--- config.mk ---
export PLATFORM = sky130hd
export DESIGN_NAME = branch_resolve
export DESIGN_NICKNAME = d
export VERILOG_FILES = /design/src/rtl/rv32i_pkg.sv /design/src/rtl/branch_target_gen.sv /design/src/rtl/branch_resolve.sv
export SDC_FILE = /design/constraint.sdc
export NUM_CORES = 1
export LEC_CHECK = 0
export ABC_AREA = 0
export CAP_MARGIN = 30
export CORE_MARGIN = 10
export CORE_UTILIZATION = 40
export CTS_CLUSTER_SIZE = 14
export DETAILED_ROUTE_END_ITERATION = 8
export PLACE_DENSITY = 0.71
export SLEW_MARGIN = 20
export SYNTH_ARGS = -nofsm -noshare
export SYNTH_HDL_FRONTEND = slang
export SYNTH_SLANG_ARGS = --single-unit
--- constraint.sdc ---
create_clock -name clk -period 2.6 [get_ports clk]
set_clock_uncertainty 0.1 [all_clocks]
set_input_delay 0.78 -clock clk [delete_from_list [all_inputs] [get_ports clk]]
set_output_delay 0.78 -clock clk [all_outputs]
set_load 0.1 [all_outputs]
--- src/rtl/rv32i_pkg.sv ---
// Shared RV32I control-transfer definitions: branch funct3 codes, resolver FSM states,
// the default datapath width and the branch-condition decode helper.
package rv32i_pkg;

  localparam int unsigned XLEN_DEFAULT = 32;

  localparam logic [2:0] F3_BEQ  = 3'b000;
  localparam logic [2:0] F3_BNE  = 3'b001;
  localparam logic [2:0] F3_BLT  = 3'b100;
  localparam logic [2:0] F3_BGE  = 3'b101;
  localparam logic [2:0] F3_BLTU = 3'b110;
  localparam logic [2:0] F3_BGEU = 3'b111;

  typedef enum logic [1:0] {
    IDLE     = 2'd0,
    REDIRECT = 2'd1,
    DRAIN    = 2'd2
  } br_state_t;

  // Signed/unsigned variants share a flag; the comparator mode is picked by BrUn.
  function automatic logic br_taken(input logic [2:0] f3, input logic eq, input logic lt);
    logic t;
    t = 1'b0;
    case (f3)
      F3_BEQ:           t = eq;
      F3_BNE:           t = ~eq;
      F3_BLT, F3_BLTU:  t = lt;
      F3_BGE, F3_BGEU:  t = ~lt;
      default:          t = 1'b0;
    endcase
    return t;
  endfunction

endpackage

--- src/rtl/branch_target_gen.sv ---
// Control-transfer target adder: pc+imm for branch/JAL, (rs1+imm)&~1 for JALR,
// plus the 4-byte misalignment check on the final target.
module branch_target_gen #(
  parameter int unsigned XLEN = rv32i_pkg::XLEN_DEFAULT
) (
  input  logic [XLEN-1:0] i_pc,
  input  logic [XLEN-1:0] i_imm,
  input  logic [XLEN-1:0] i_rs1,
  input  logic            i_is_jalr,
  output logic [XLEN-1:0] o_target_c,
  output logic            o_misaligned_c
);

  logic [XLEN-1:0] w_base;
  logic [XLEN-1:0] w_sum;

  always_comb begin
    w_base         = i_is_jalr ? i_rs1 : i_pc;
    w_sum          = w_base + i_imm;
    o_target_c     = w_sum;
    if (i_is_jalr) o_target_c[0] = 1'b0;
    o_misaligned_c = |o_target_c[1:0];
  end

endmodule

--- src/rtl/branch_resolve.sv ---
// Execute-stage branch/JAL/JALR resolver: redirect handshake to fetch, then an IF/ID drain.
// Define BRANCH_PERF_EN to add the perf_ctrl_cnt / perf_taken_cnt event counters.
module branch_resolve
  import rv32i_pkg::*;
#(
  parameter int unsigned XLEN         = rv32i_pkg::XLEN_DEFAULT,
  parameter int unsigned FLUSH_CYCLES = 2
) (
  input  logic            clk,
  input  logic            reset_n,
  input  logic            ex_valid,
  output logic            ex_ready,
  input  logic [XLEN-1:0] ex_pc,
  input  logic [XLEN-1:0] ex_imm,
  input  logic [XLEN-1:0] ex_rs1,
  input  logic [2:0]      ex_funct3,
  input  logic            ex_is_branch,
  input  logic            ex_is_jal,
  input  logic            ex_is_jalr,
  output logic            BrUn,
  input  logic            BrEq,
  input  logic            BrLT,
  output logic            redirect_valid,
  input  logic            redirect_ready,
  output logic [XLEN-1:0] redirect_pc,
  output logic            flush_o,
`ifdef BRANCH_PERF_EN
  output logic [31:0]     perf_ctrl_cnt,
  output logic [31:0]     perf_taken_cnt,
`endif
  output logic            exc_valid,
  output logic [XLEN-1:0] exc_tval
);

  localparam int unsigned CNT_W = 4;

  br_state_t       r_state;
  logic            r_ex_ready;
  logic            r_redirect_valid;
  logic [XLEN-1:0] r_redirect_pc;
  logic            r_flush;
  logic            r_exc_valid;
  logic [XLEN-1:0] r_exc_tval;
  logic [CNT_W-1:0] r_cnt;

  logic [XLEN-1:0] w_target;
  logic            w_misaligned;
  logic            w_is_ctrl;
  logic            w_taken;
  logic            w_accept;
  logic            w_event;

  branch_target_gen #(.XLEN(XLEN)) u_target (
    .i_pc           (ex_pc),
    .i_imm          (ex_imm),
    .i_rs1          (ex_rs1),
    .i_is_jalr      (ex_is_jalr),
    .o_target_c     (w_target),
    .o_misaligned_c (w_misaligned)
  );

  assign BrUn = ex_funct3[1];

  always_comb begin
    w_is_ctrl = ex_is_branch | ex_is_jal | ex_is_jalr;
    w_taken   = ex_is_jalr | ex_is_jal | (ex_is_branch & br_taken(ex_funct3, BrEq, BrLT));
    w_accept  = ex_valid & r_ex_ready & w_is_ctrl;
    w_event   = ex_valid & r_ex_ready & w_taken;
  end

  // Redirect/drain sequencer; exception pulse clears itself every cycle.
  always_ff @(posedge clk or negedge reset_n) begin
    if (!reset_n) begin
      r_state          <= IDLE;
      r_ex_ready       <= 1'b1;
      r_redirect_valid <= 1'b0;
      r_redirect_pc    <= '0;
      r_flush          <= 1'b0;
      r_exc_valid      <= 1'b0;
      r_exc_tval       <= '0;
      r_cnt            <= '0;
    end else begin
      r_exc_valid <= 1'b0;
      r_exc_tval  <= '0;
      case (r_state)
        IDLE: begin
          if (w_event) begin
            if (w_misaligned) begin
              r_exc_valid <= 1'b1;
              r_exc_tval  <= w_target;
            end else begin
              r_redirect_pc    <= w_target;
              r_redirect_valid <= 1'b1;
              r_flush          <= 1'b1;
              r_ex_ready       <= 1'b0;
              r_state          <= REDIRECT;
            end
          end
        end
        REDIRECT: begin
          if (redirect_ready) begin
            r_redirect_valid <= 1'b0;
            r_cnt            <= CNT_W'(FLUSH_CYCLES - 1);
            r_state          <= DRAIN;
          end
        end
        DRAIN: begin
          if (r_cnt == '0) begin
            r_flush    <= 1'b0;
            r_ex_ready <= 1'b1;
            r_state    <= IDLE;
          end else begin
            r_cnt <= r_cnt - CNT_W'(1);
          end
        end
        default: begin
          r_state          <= IDLE;
          r_ex_ready       <= 1'b1;
          r_redirect_valid <= 1'b0;
          r_flush          <= 1'b0;
        end
      endcase
    end
  end

`ifdef BRANCH_PERF_EN
  logic [31:0] r_perf_ctrl;
  logic [31:0] r_perf_taken;

  always_ff @(posedge clk or negedge reset_n) begin
    if (!reset_n) begin
      r_perf_ctrl  <= '0;
      r_perf_taken <= '0;
    end else begin
      if (w_accept) r_perf_ctrl <= r_perf_ctrl + 32'd1;
      if (w_event && !w_misaligned) r_perf_taken <= r_perf_taken + 32'd1;
    end
  end

  assign perf_ctrl_cnt  = r_perf_ctrl;
  assign perf_taken_cnt = r_perf_taken;
`else
  logic w_unused;
  assign w_unused = w_accept;
`endif

  assign ex_ready       = r_ex_ready;
  assign redirect_valid = r_redirect_valid;
  assign redirect_pc    = r_redirect_pc;
  assign flush_o        = r_flush;
  assign exc_valid      = r_exc_valid;
  assign exc_tval       = r_exc_tval;

endmodule
==> flow_metrics.tcl <==
set metrics [dict create \
    placed_cells 990 \
    finish.utilization 0.778 \
    syn_inst 550 \
    r2r_slack_ns 0.68 \
    drive_gt1_frac 0.474 \
    critPathSlowestCell "or4b_4" \
    rows 40 \
    n_antenna_cell 0 \
    synth_top_cells_by_area "dfrtp_1 37%, ha_1 8.1%, mux2_2 7.0%" \
    clockBufferDepth 2 \
    setup_slack_ns -0.634 \
    die_w_um 131 \
    final_hold_viol_count 0 \
    yosys-top-cells-count "73 x dfrtp_1, 57 x nand2_1, 52 x nor2_1, 44 x o21ai_0, 41 x a21oi_1" \
    post-route-period-util 1.24 \
    violations "negative setup slack" \
    layout.area.seq_mm2 0.00185 \
    grt_pass1_wl_um 30700 \
    wl_per_cell_um 20.0 \
    pre_cts_ws_ns -1.04 \
    ant_nets 0 \
    worstPathRequired_ns 2.72 \
    grt_usage 0.215 \
    vias 5641 \
    cp_top_family "compound AO/OA/AOI/OAI gates" \
    timing.rr.start "ex_ready$_DFFE_PN1P_" \
    synth-seq-area-share 0.374 \
    antenna_found_initial 0 \
    relSlewSlack 0.586 \
    crit_chain "clkdlybuf4s50_1, mux2_4, ha_4, a21oi_2, o21a_1, o22ai_2, or4b_4, a221oi_4, xor2_2, o21ai_1" \
    r2r_end "redirect_pc[28]$_DFFE_PN0P_" \
    synth_fp_nets 691 \
    yosysTopAreaCell "dfrtp_1" \
    drc_errors 0 \
    gp_congestion 0.943 \
    synthArstFlopShare 1.00 \
    synth_top_area_share 0.368 \
    cp.arrival_ns 3.35 \
    htreeDepth 3 \
    end_kind "flip-flop" \
    synth.most_common_cell "dfrtp_1" \
    stdcell_count 1049 \
    drv_slew 0 \
    initial_core_util 0.411 \
    critPathLaunchType "input pin" \
    drtPass1Iterations 5 \
    synth-edff-count 0 \
    cp_num_buf_inv 1 \
    synth_seq_cells 74 \
    numClockSinks 74 \
    crit_type "in -> reg" \
    avgViaCountPerCell 5.38 \
    synthToLayoutAreaGrowth_pct 89.3 \
    powerDensity_mw_per_mm2 457 \
    clkLatencyLatePin_ns 0.33 \
    hold_buffers 0 \
    core-area_mm2 0.0121 \
    dp.final_hpwl_um 14700 \
    ff2ff_path_depth 7 \
    cp_num_cells 10 \
    rsz0062_at_grt "yes" \
    synth_cell_types 60 \
    outcome "complete, but fails checks" \
    maxCapViolations 0 \
    cellLeakagePower_nw 4.38 \
    tightestPinTransition_ns 0.621 \
    grt_overflow 0 \
    die-height_um 131 \
    worstHoldPathType "in -> async" \
    clkTransAtPathRegs_ns 0.06 \
    ctsRootBufferMaster "clkbuf_16" \
    drt-initial-drc-count 409 \
    cts_tree "done" \
    synth_ff_type "dfrtp_1" \
    critical_path_peak_fanout 3 \
    die_area_mm2 0.0173 \
    port_buffers 176 \
    ir_drop_uv 309 \
    grt_pass1_vias 5818 \
    multiInputGateArea_mm2 0.00394 \
    synth_area_mm2 0.00496 \
    drt-total-wl_um 21000 \
    final_nets 1017 \
    max_freq_ghz 0.309 \
    finalCriticalPeriod_ns 3.23 \
    syn_avg_cell_area_um2 9.02 \
    setup_viol 50 \
    fillCellCount 759 \
    numCtsBuffers 9 \
    grt_max_degree 46 \
    io_pins 177 \
    cpPeakStageDelay_ns 0.53 \
    ys_warn_count 0 \
]
==> flip-flops by register name (all words and copies together) (netlist names) <==
signal	flops
redirect_valid	1
redirect_pc	32
r_cnt	4
exc_tval	32
exc_valid	1
ex_ready	1
flush_o	1
r_state	2
==> cell usage in the layout, fill, tap and decap left out, types with 14 or more instances in the layout <==
cell / count
dfrtp_1: 73
ha_4: 24
a21oi_1: 22
o21ai_1: 21
mux2_4: 22
nor2_1: 48
buf_4: 216
o21ai_0: 20
a21oi_2: 14
nand2_1: 51
dlygate4sd2_1: 16
clkdlybuf4s50_1: 76
inv_1: 15
==> routing by layer <==
metal | part of all wire | vias up | track usage
met5 | 0 | - | 0
met4 | 0.031 | 0 | 0.0618
met3 | 0.056 | 48 | 0.0389
met2 | 0.51 | 212 | 0.374
met1 | 0.40 | 2751 | 0.265
li1 | - | 2630 | -
==> cell families after synthesis <==
logic type	after synthesis	share of synthesized area
multiplexers	34	0.0765
flip-flops	74	0.374
AND/OR/NAND/NOR	180	0.169
buffers and inverters	44	0.0386
XOR/XNOR	27	0.0477
adder cells (fa/ha/maj)	33	0.0848
AO/OA/AOI/OAI	158	0.210
==> how the worst max path moves through the flow <==
stage | from | endpoint | slack [ns]
after detailed placement | ex_pc[0] | exc_tval[30]$_DFF_PN0_ | -1.04
after global placement | ex_rs1[1] | redirect_pc[17]$_DFFE_PN0P_ | -1.0
after CTS | ex_is_jalr | redirect_pc[30]$_DFFE_PN0P_ | -0.54
final | ex_pc[11] | redirect_pc[30]$_DFFE_PN0P_ | -0.63
after floorplan | ex_is_jalr | redirect_pc[30]$_DFFE_PN0P_ | -0.76
after global routing | ex_is_jalr | redirect_pc[29]$_DFFE_PN0P_ | -0.69
==> stage by stage <==
stage                     cell area (um2)  total power (W)  hold WS (ns)  setup TNS [ns]
after floorplan                      5350          0.00187         0.363          -24.78
after global placement               7870          0.00250         0.363          -45.29
after detailed placement             7870          0.00253         0.373          -48.93
after CTS                            8880          0.00408         0.372          -16.45
after global routing                 9390          0.00444         0.399          -24.12
final                                9390          0.00429         0.360          -21.02
==> area by class of cell <==
cell class,instances,area share
multi-input cells,433,0.420
repair buffers,341,0.318
flip-flops and latches,74,0.197
clock buffers,10,0.0255
well taps,168,0.0224
clock inverters,6,0.00960
inverters,17,0.00680
==> repair_timing <==
| action | 4_1_cts | 5_1_grt |
|---|---|---|
| cloned | 2 | 1 |
| endpoints found under the setup margin | 64 | 55 |
| setup buffers | 26 | 19 |
| pin swaps | 64 | 45 |
| resized for setup | 104 | 79 |
==> power by group <==
group / internal [W] / leakage (nW) / total (W) / switching [W]
clock network: 0.000868 / 0.159 / 0.00136 / 0.000492
logic: 0.000947 / 3.22 / 0.00178 / 0.000835
registers: 0.00115 / 1.00 / 0.00115 / 0
(Power assumes the default switching activity.)
